### src/rtl/muldiv_unit.sv
// muldiv_unit: 32-bit iterative multiply/divide, one radix-2 step per clock edge.
// Optional macro MULDIV_DIV_EN adds the restoring-divide datapath (DIVU/DIV).
module muldiv_unit (
    input  logic        clk,
    input  logic        rst,
    input  logic        start,
    input  logic [1:0]  op,
    input  logic [31:0] a,
    input  logic [31:0] b,
    output logic        busy,
    output logic        done,
    output logic [31:0] hi,
    output logic [31:0] lo,
    output logic        div_by_zero
);

    typedef enum logic [1:0] {
        S_IDLE,
        S_CALC,
        S_FIX,
        S_DONE
    } state_t;

    state_t      r_state;
    logic [5:0]  r_cnt;
    logic        r_is_div;
    logic        r_neg_p;
    logic [31:0] r_opb;
    logic [31:0] r_p_hi;
    logic [31:0] r_p_lo;
    logic [31:0] r_hi;
    logic [31:0] r_lo;
    logic        r_done;
    logic        r_dbz;
`ifdef MULDIV_DIV_EN
    logic        r_neg_r;
    logic [32:0] w_div_shift;
    logic [32:0] w_div_diff;
`endif

    logic [31:0] w_mag_a;
    logic [31:0] w_mag_b;
    logic [32:0] w_mul_sum;
    logic [63:0] w_prod;
    logic [63:0] w_prod_fix;

    // Signed ops iterate on magnitudes; the sign is restored in FIX.
    always_comb begin
        w_mag_a = (op[0] && a[31]) ? -a : a;
        w_mag_b = (op[0] && b[31]) ? -b : b;
    end

    always_comb begin
        w_mul_sum  = {1'b0, r_p_hi} + (r_p_lo[0] ? {1'b0, r_opb} : 33'd0);
        w_prod     = {r_p_hi, r_p_lo};
        w_prod_fix = r_neg_p ? -w_prod : w_prod;
    end

`ifdef MULDIV_DIV_EN
    always_comb begin
        w_div_shift = {r_p_hi, r_p_lo[31]};
        w_div_diff  = w_div_shift - {1'b0, r_opb};
    end
`endif

    always_ff @(posedge clk or posedge rst) begin
        if (rst) begin
            r_state  <= S_IDLE;
            r_cnt    <= '0;
            r_is_div <= 1'b0;
            r_neg_p  <= 1'b0;
            r_opb    <= '0;
            r_p_hi   <= '0;
            r_p_lo   <= '0;
            r_hi     <= '0;
            r_lo     <= '0;
            r_done   <= 1'b0;
            r_dbz    <= 1'b0;
`ifdef MULDIV_DIV_EN
            r_neg_r  <= 1'b0;
`endif
        end else begin
            r_done <= 1'b0;
            r_dbz  <= 1'b0;
            unique case (r_state)
                S_IDLE: begin
                    if (start) begin
                        r_is_div <= op[1];
                        r_neg_p  <= op[0] & (a[31] ^ b[31]);
`ifdef MULDIV_DIV_EN
                        r_neg_r  <= op[0] & a[31];
`endif
                        r_opb    <= w_mag_b;
                        r_p_lo   <= w_mag_a;
                        r_p_hi   <= '0;
                        r_cnt    <= '0;
                        r_state  <= S_CALC;
                    end
                end
                S_CALC: begin
                    if (r_is_div) begin
`ifdef MULDIV_DIV_EN
                        if (r_opb == '0) begin
                            // Re-signing the captured magnitude reproduces the original a.
                            r_hi    <= r_neg_r ? -r_p_lo : r_p_lo;
                            r_lo    <= '1;
                            r_dbz   <= 1'b1;
                            r_done  <= 1'b1;
                            r_state <= S_DONE;
                        end else begin
                            if (!w_div_diff[32]) begin
                                r_p_hi <= w_div_diff[31:0];
                                r_p_lo <= {r_p_lo[30:0], 1'b1};
                            end else begin
                                r_p_hi <= w_div_shift[31:0];
                                r_p_lo <= {r_p_lo[30:0], 1'b0};
                            end
                            r_cnt <= r_cnt + 6'd1;
                            if (r_cnt == 6'd31) r_state <= S_FIX;
                        end
`else
                        r_done  <= 1'b1;
                        r_state <= S_DONE;
`endif
                    end else begin
                        {r_p_hi, r_p_lo} <= {w_mul_sum, r_p_lo[31:1]};
                        r_cnt <= r_cnt + 6'd1;
                        if (r_cnt == 6'd31) r_state <= S_FIX;
                    end
                end
                S_FIX: begin
`ifdef MULDIV_DIV_EN
                    if (r_is_div) begin
                        r_lo <= r_neg_p ? -r_p_lo : r_p_lo;
                        r_hi <= r_neg_r ? -r_p_hi : r_p_hi;
                    end else begin
                        {r_hi, r_lo} <= w_prod_fix;
                    end
`else
                    {r_hi, r_lo} <= w_prod_fix;
`endif
                    r_done  <= 1'b1;
                    r_state <= S_DONE;
                end
                S_DONE: begin
                    r_state <= S_IDLE;
                end
            endcase
        end
    end

    assign busy        = (r_state != S_IDLE);
    assign done        = r_done;
    assign div_by_zero = r_dbz;
    assign hi          = r_hi;
    assign lo          = r_lo;

endmodule

### config.mk
export PLATFORM = sky130hd
export DESIGN_NAME = muldiv_unit
export DESIGN_NICKNAME = d
export VERILOG_FILES = /design/src/rtl/muldiv_unit.sv
export SDC_FILE = /design/constraint.sdc
export NUM_CORES = 1
export LEC_CHECK = 0
export CAP_MARGIN = 20
export CORE_UTILIZATION = 55
export DETAILED_ROUTE_END_ITERATION = 10
export PLACE_DENSITY_LB_ADDON = 0.05
export SYNTH_ARGS = -nofsm -noshare
export SYNTH_HDL_FRONTEND = slang
export SYNTH_SLANG_ARGS = --single-unit
### constraint.sdc
create_clock -name clk -period 11.25 [get_ports clk]
set_clock_uncertainty 0.05 [all_clocks]
set_input_delay 2.25 -clock clk [delete_from_list [all_inputs] [get_ports clk]]
set_output_delay 2.25 -clock clk [all_outputs]
set_load 0.05 [all_outputs]
==> qor.yml, run 1 <==
dr_wl_met2_um: 12400
post_cts_resized: 0
fin_area_um2: 13200
dr.pass1.iters: 5
grt_max_degree: 110
dp_hpwl_um: 20100
start_util: 0.564
drc_errors: 0
synthCells: 1278
outcome: "finished, final reports clean"
post_cts_buffers: 0
antenna_cells: 0
hp-class: "reg2reg"
worst-setup-path-type: "in2reg"
area_delta_synth_final_pct: 19.5
ys_top_cells_by_count: "dfrtp_1, a21oi_1, o21ai_0, nor2_1, nand2_1"
nNetsFinal: 1490
rows: 51
yosys-top-cells-area: "dfrtp_1, xor2_1, a21oi_1"
synth.yosys.seq_area_share: 0.388
hold_viol: 0
power.density_nw_per_um2: 286
routedWlPerCell_um: 16.6
slowest_stage: "nor4b_2"
synth-edff-count: 0
yosysWarnings: 0
grt_pass1_vias: 8803
path_cells: "clkdlybuf4s50_1, or4_1, nor4_1, nand2_1, nor4b_2, a21boi_0, o311ai_1, o21a_1"
cts_tree: "built"
drive_above_1_share: 0.0510
route.met3.wl_um: 1500
htreeDepth: 4
top_layer_used: "met4"
die_h_um: 144
cts_buffer_depth: 2
path_delay_family: "simple AND/OR/NAND/NOR gates"
yosys_register_bits: 171
final_antenna_net_count: 0
drv_slew: 0
avgViaCountPerCell: 5.91
drv_cap: 0
post-route-period-util: 0.458
drt_wl_total_um: 27500
place_congestion: 0.886
cts.reportedPaths.clkPinSlew_ns: 0.06
synth.most_common_cell: "dfrtp_1"
p_leak_nw: 5.59
grt_usage: 0.276
yosysUniqueCellTypes: 72
cp-end-kind: "flip-flop"
critPathMaxStageDelay_ns: 0.73
worstSetupStartpointType: "input pin"
worstPathMaxFanout: 8
portBuffers: 134
rsz0062_at_grt: "false"
max-slew-margin-rel: 0.271
clk_latency_ns: 0.45
postSynthAreaPerCell_um2: 8.62
cts.sink_count: 171
cp.required_ns: 11.58
ios: 136
die-area_um2: 20600
finalSetupViolCount: 0
synth_area_um2: 11000
finalSetupTns_ns: 0
grt-ovfl-total: 0
placedInstanceArea_um2: 12600
synth_largest_area_cell: "dfrtp_1"
synth_top_area_frac: 0.388
ys_async_sr_fraction: 1.00
antenna_found_initial: 0
synth-main-ff-cell: "dfrtp_1"
hold_buffers: 0
worst_pin_slew_ns: 1.08
peakVddDrop_uv: 227
via_count: 9794
fin_crit_ns: 5.15
drt-initial-drc-count: 840
grt_first_pass_wirelength_um: 44600
die_w_um: 144
synthesis.nets: 1388
cp_num_buf_inv: 1
coreArea_um2: 19500
timing.fmax_ghz: 0.194
arrival_ns: 5.48
cts_buffers: 17
cts_root_buf: "clkbuf_16"
drt-met1-wl_um: 13100
layer usage:
layer  vias to the layer above  track usage
met5                         -            0
met4                         0       0.0879
met3                        40       0.0410
met2                       308        0.429
met1                      4623        0.395
li1                       4823            -
worst register-to-register path, delay by kind of cell, from the launching register on:
kind,cells,cell delay (ns)
AO/OA/AOI/OAI,6,1.87
flip-flops,1,0.35
adder cells (fa/ha/maj),1,0.32
buffers and inverters,1,0.29
AND/OR/NAND/NOR,2,0.55
kinds of logic after synthesis:
kind of cell    count (synthesis)  share of synthesized area
simple gates                  421                      0.188
compound gates                403                      0.224
flops                         171                      0.388
xor+xnor                      141                      0.112
buf+inv                        91                     0.0315
fa+ha+maj                      41                     0.0472
mux                             9                    0.00852
other cells                     1                   0.000340
sequential cells by signal, indices dropped and copies added, names as in the netlist:
name      count
r_p_hi       32
hi           32
r_state       2
r_p_lo       32
r_neg_p       1
r_is_div      1
lo           32
r_cnt         6
r_opb        32
done          1
report_power, final:
part | internal, mW | total, mW | leakage (nW) | switching [mW]
clock | 0.332 | 0.596 | 0.292 | 0.264
combinational | 0.711 | 2.03 | 3.14 | 1.32
sequential | 0.889 | 1.13 | 2.15 | 0.244
total | 1.93 | 3.76 | 5.59 | 1.83
placed cells by master, fill, tap and decap left out, drive strengths merged, types with 19 or more instances in the layout:
cell type      instances
dfrtp                171
nor3                  20
clkdlybuf4s50        134
nand3                 19
inv                   31
xor2                  89
ha                    40
o31ai                 26
a22oi                 24
a21oi                133
nor2                 124
and2                  37
o21ai                129
xnor2                 52
nand2                119
area by class of cell:
cell class | count | area [um^2]
inverter | 28 | 110
tap | 265 | 332
clock buffer | 18 | 429
timing repair buffer | 146 | 1430
clock inverter | 14 | 165
sequential | 171 | 4280
multi-input combinational | 1016 | 6420
fill | 1726 | 6360
stage by stage:
stage	total power, mW	util	instances	setup WS (ns)	hold WS, ns
floorplan	2.55	-	1278	4.32	0.392
global placement	3.13	0.644	1625	5.81	0.403
detailed placement	3.17	0.644	1625	5.76	0.413
CTS	3.77	0.674	1657	6.18	0.428
global route	4.02	0.674	1658	5.94	0.434
finish	3.76	0.674	1658	6.10	0.422
worst paths after layout:
path                                       start                     end  slack, ns  depth (start not counted)
max in group asynchronous                    rst       lo[7]$_DFFE_PP0P_       7.43                          3
max                                         a[8]  r_p_lo[31]$_DFFE_PP0P_       6.10                          8
max reg2reg                r_p_lo[0]$_DFFE_PP0P_  r_p_hi[28]$_DFFE_PP0P_       7.71                         10
min reg2reg                r_opb[29]$_DFFE_PP0P_   r_opb[29]$_DFFE_PP0P_       0.42                          2
min                        r_opb[29]$_DFFE_PP0P_   r_opb[29]$_DFFE_PP0P_       0.42                          2
min in group asynchronous                    rst      hi[12]$_DFFE_PP0P_       2.32                          2
Power figures use the tool's default switching activity.
==> inputs of run 2 (changes only) <==
--- a/config.mk
+++ b/config.mk
@@ -6,7 +6,7 @@
 export NUM_CORES = 1
 export LEC_CHECK = 0
 export CAP_MARGIN = 20
-export CORE_UTILIZATION = 55
+export CORE_UTILIZATION = 51
 export DETAILED_ROUTE_END_ITERATION = 10
 export PLACE_DENSITY_LB_ADDON = 0.05
 export SYNTH_ARGS = -nofsm -noshare
==> constraint.sdc (replaced) <==
create_clock -name clk -period 4.7 [get_ports clk]
set_clock_uncertainty 0.05 [all_clocks]
set_input_delay 0.94 -clock clk [delete_from_list [all_inputs] [get_ports clk]]
set_output_delay 0.94 -clock clk [all_outputs]
set_load 0.05 [all_outputs]
==> qor.yml, run 2 (synthesis gave the netlist of run 1 again) <==
outcome: "finished, final reports clean"
layout_common_cells: "dfrtp_1, clkdlybuf4s50_1, a21oi_1"
min_from: "r_opb[3]$_DFFE_PP0P_"
cts_buffers: 17
cp-end-kind: "flip-flop"
multi_input_area_um2: 6420
crit_start: "a[6]"
hold_buffers: 0
fin_crit_ns: 3.86
clk_latency_ns: 0.44
grt_util_met1: 0.374
grt_pass1_vias: 8754
antenna_cells: 0
cts_tree: "built"
htreeDepth: 4
nNetsFinal: 1494
antenna_found_initial: 0
final_common_cell: "dfrtp_1"
cts.sink_count: 171
cts.reportedPaths.clkPinSlew_ns: 0.07
drc_errors: 0
dpl_worst_slack_ns: 0.516
post-route-period-util: 0.820
final-seq-area_um2: 4280
cp.required_ns: 5.02
drv_slew: 0
arrival_ns: 4.18
busiest_layer: "met2"
cts_buffer_depth: 2
r2r_start: "r_p_lo[0]$_DFFE_PP0P_"
hold_viol: 0
via_count: 9601
drive_above_1_share: 0.0537
max-slew-margin-rel: 0.289
whs_ns: 0.420
peakVddDrop_uv: 605
use_met2: 0.397
rows: 53
avgViaCountPerCell: 5.75
routedWlPerCell_um: 16.5
post_cts_resized: 0
drv_cap: 0
finalCoreUtilization: 0.626
worst_pin_slew_ns: 1.06
worst-setup-path-type: "in2reg"
p_leak_nw: 5.58
final_antenna_net_count: 0
die_h_um: 149
die_w_um: 149
worstSetupStartpointType: "input pin"
place_congestion: 0.924
filler_cell_count: 1873
finalNonFillerCells: 1671
start_util: 0.522
rsz0062_at_grt: "false"
grt_max_degree: 89
grt_first_pass_wirelength_um: 45000
drt-initial-drc-count: 705
ios: 136
die-area_um2: 22200
grt-ovfl-total: 0
power.density_nw_per_um2: 677
post_cts_buffers: 0
dp.cells: 1639
timing.fmax_ghz: 0.259
rrSetupSlack_ns: 1.17
worstPathMaxFanout: 8
area_delta_synth_final_pct: 19.8
cts_root_buf: "clkbuf_16"
finalSetupTns_ns: 0
portBuffers: 134
setup_slack_ns: 0.845
coreArea_um2: 21100
hp-class: "reg2reg"
grt_usage: 0.255
dp_hpwl_um: 20100
dr.pass1.iters: 5
finalSetupViolCount: 0
drt_wl_total_um: 27500
use_met3: 0.0361
==> run 2: changes by cell type in the layout (fill, tap and decap cells not counted), moves of 2 or more <==
cell        previous run  this run
clkinvlp_4             0         6
clkinv_2               2         0
inv_8                  0         4
clkinv_4               6         1
buf_12                 0         2
bufinv_16              2         0
==> run 2: stage by stage <==
step,power [mW],cell area [um^2]
5_1_grt,9.54,13200
2_1_floorplan,6.10,11000
3_5_place_dp,7.59,12600
4_1_cts,8.97,13200
3_3_place_gp,7.51,12600
6_report,8.94,13200
==> run 2: routing by layer <==
metal | share of wire | vias up
met5 | 0 | -
met4 | 0.014 | 0
met3 | 0.051 | 26
met2 | 0.45 | 256
met1 | 0.49 | 4496
li1 | - | 4823
==> run 2: layout make-up <==
| cell class | count | area share |
|---|---|---|
| clock buffers | 17 | 0.0322 |
| clock inverters | 14 | 0.0101 |
| inverters | 28 | 0.00824 |
| multi-input cells | 1016 | 0.486 |
| flip-flops and latches | 171 | 0.324 |
| well taps | 275 | 0.0261 |
| repair buffers | 150 | 0.113 |
==> run 2: worst max-delay path, stage by stage <==
cell and delay (ns):
clkdlybuf4s50_1 0.49, or4_1 0.54, nor4_1 0.63, nand2_1 0.29, nor4b_2 0.68, a21boi_0 0.18
o311ai_1 0.27, o21a_1 0.15
==> run 2: worst paths after layout <==
check | cells after the start | to
worst min-delay path | 2 | r_opb[3]$_DFFE_PP0P_
worst min register to register | 2 | r_opb[3]$_DFFE_PP0P_
max in group asynchronous | 3 | r_neg_p$_DFFE_PP0P_
worst max register to register | 12 | r_p_hi[25]$_DFFE_PP0P_
min in group asynchronous | 2 | hi[16]$_DFFE_PP0P_
worst max-delay path | 8 | r_p_lo[31]$_DFFE_PP0P_
==> run 2: report_power, final <==
group          total [mW]  switching (mW)  internal [mW]
registers            2.72           0.591           2.13
clock network        1.36           0.658          0.697
logic                4.86            3.15           1.71
total                8.94            4.40           4.53
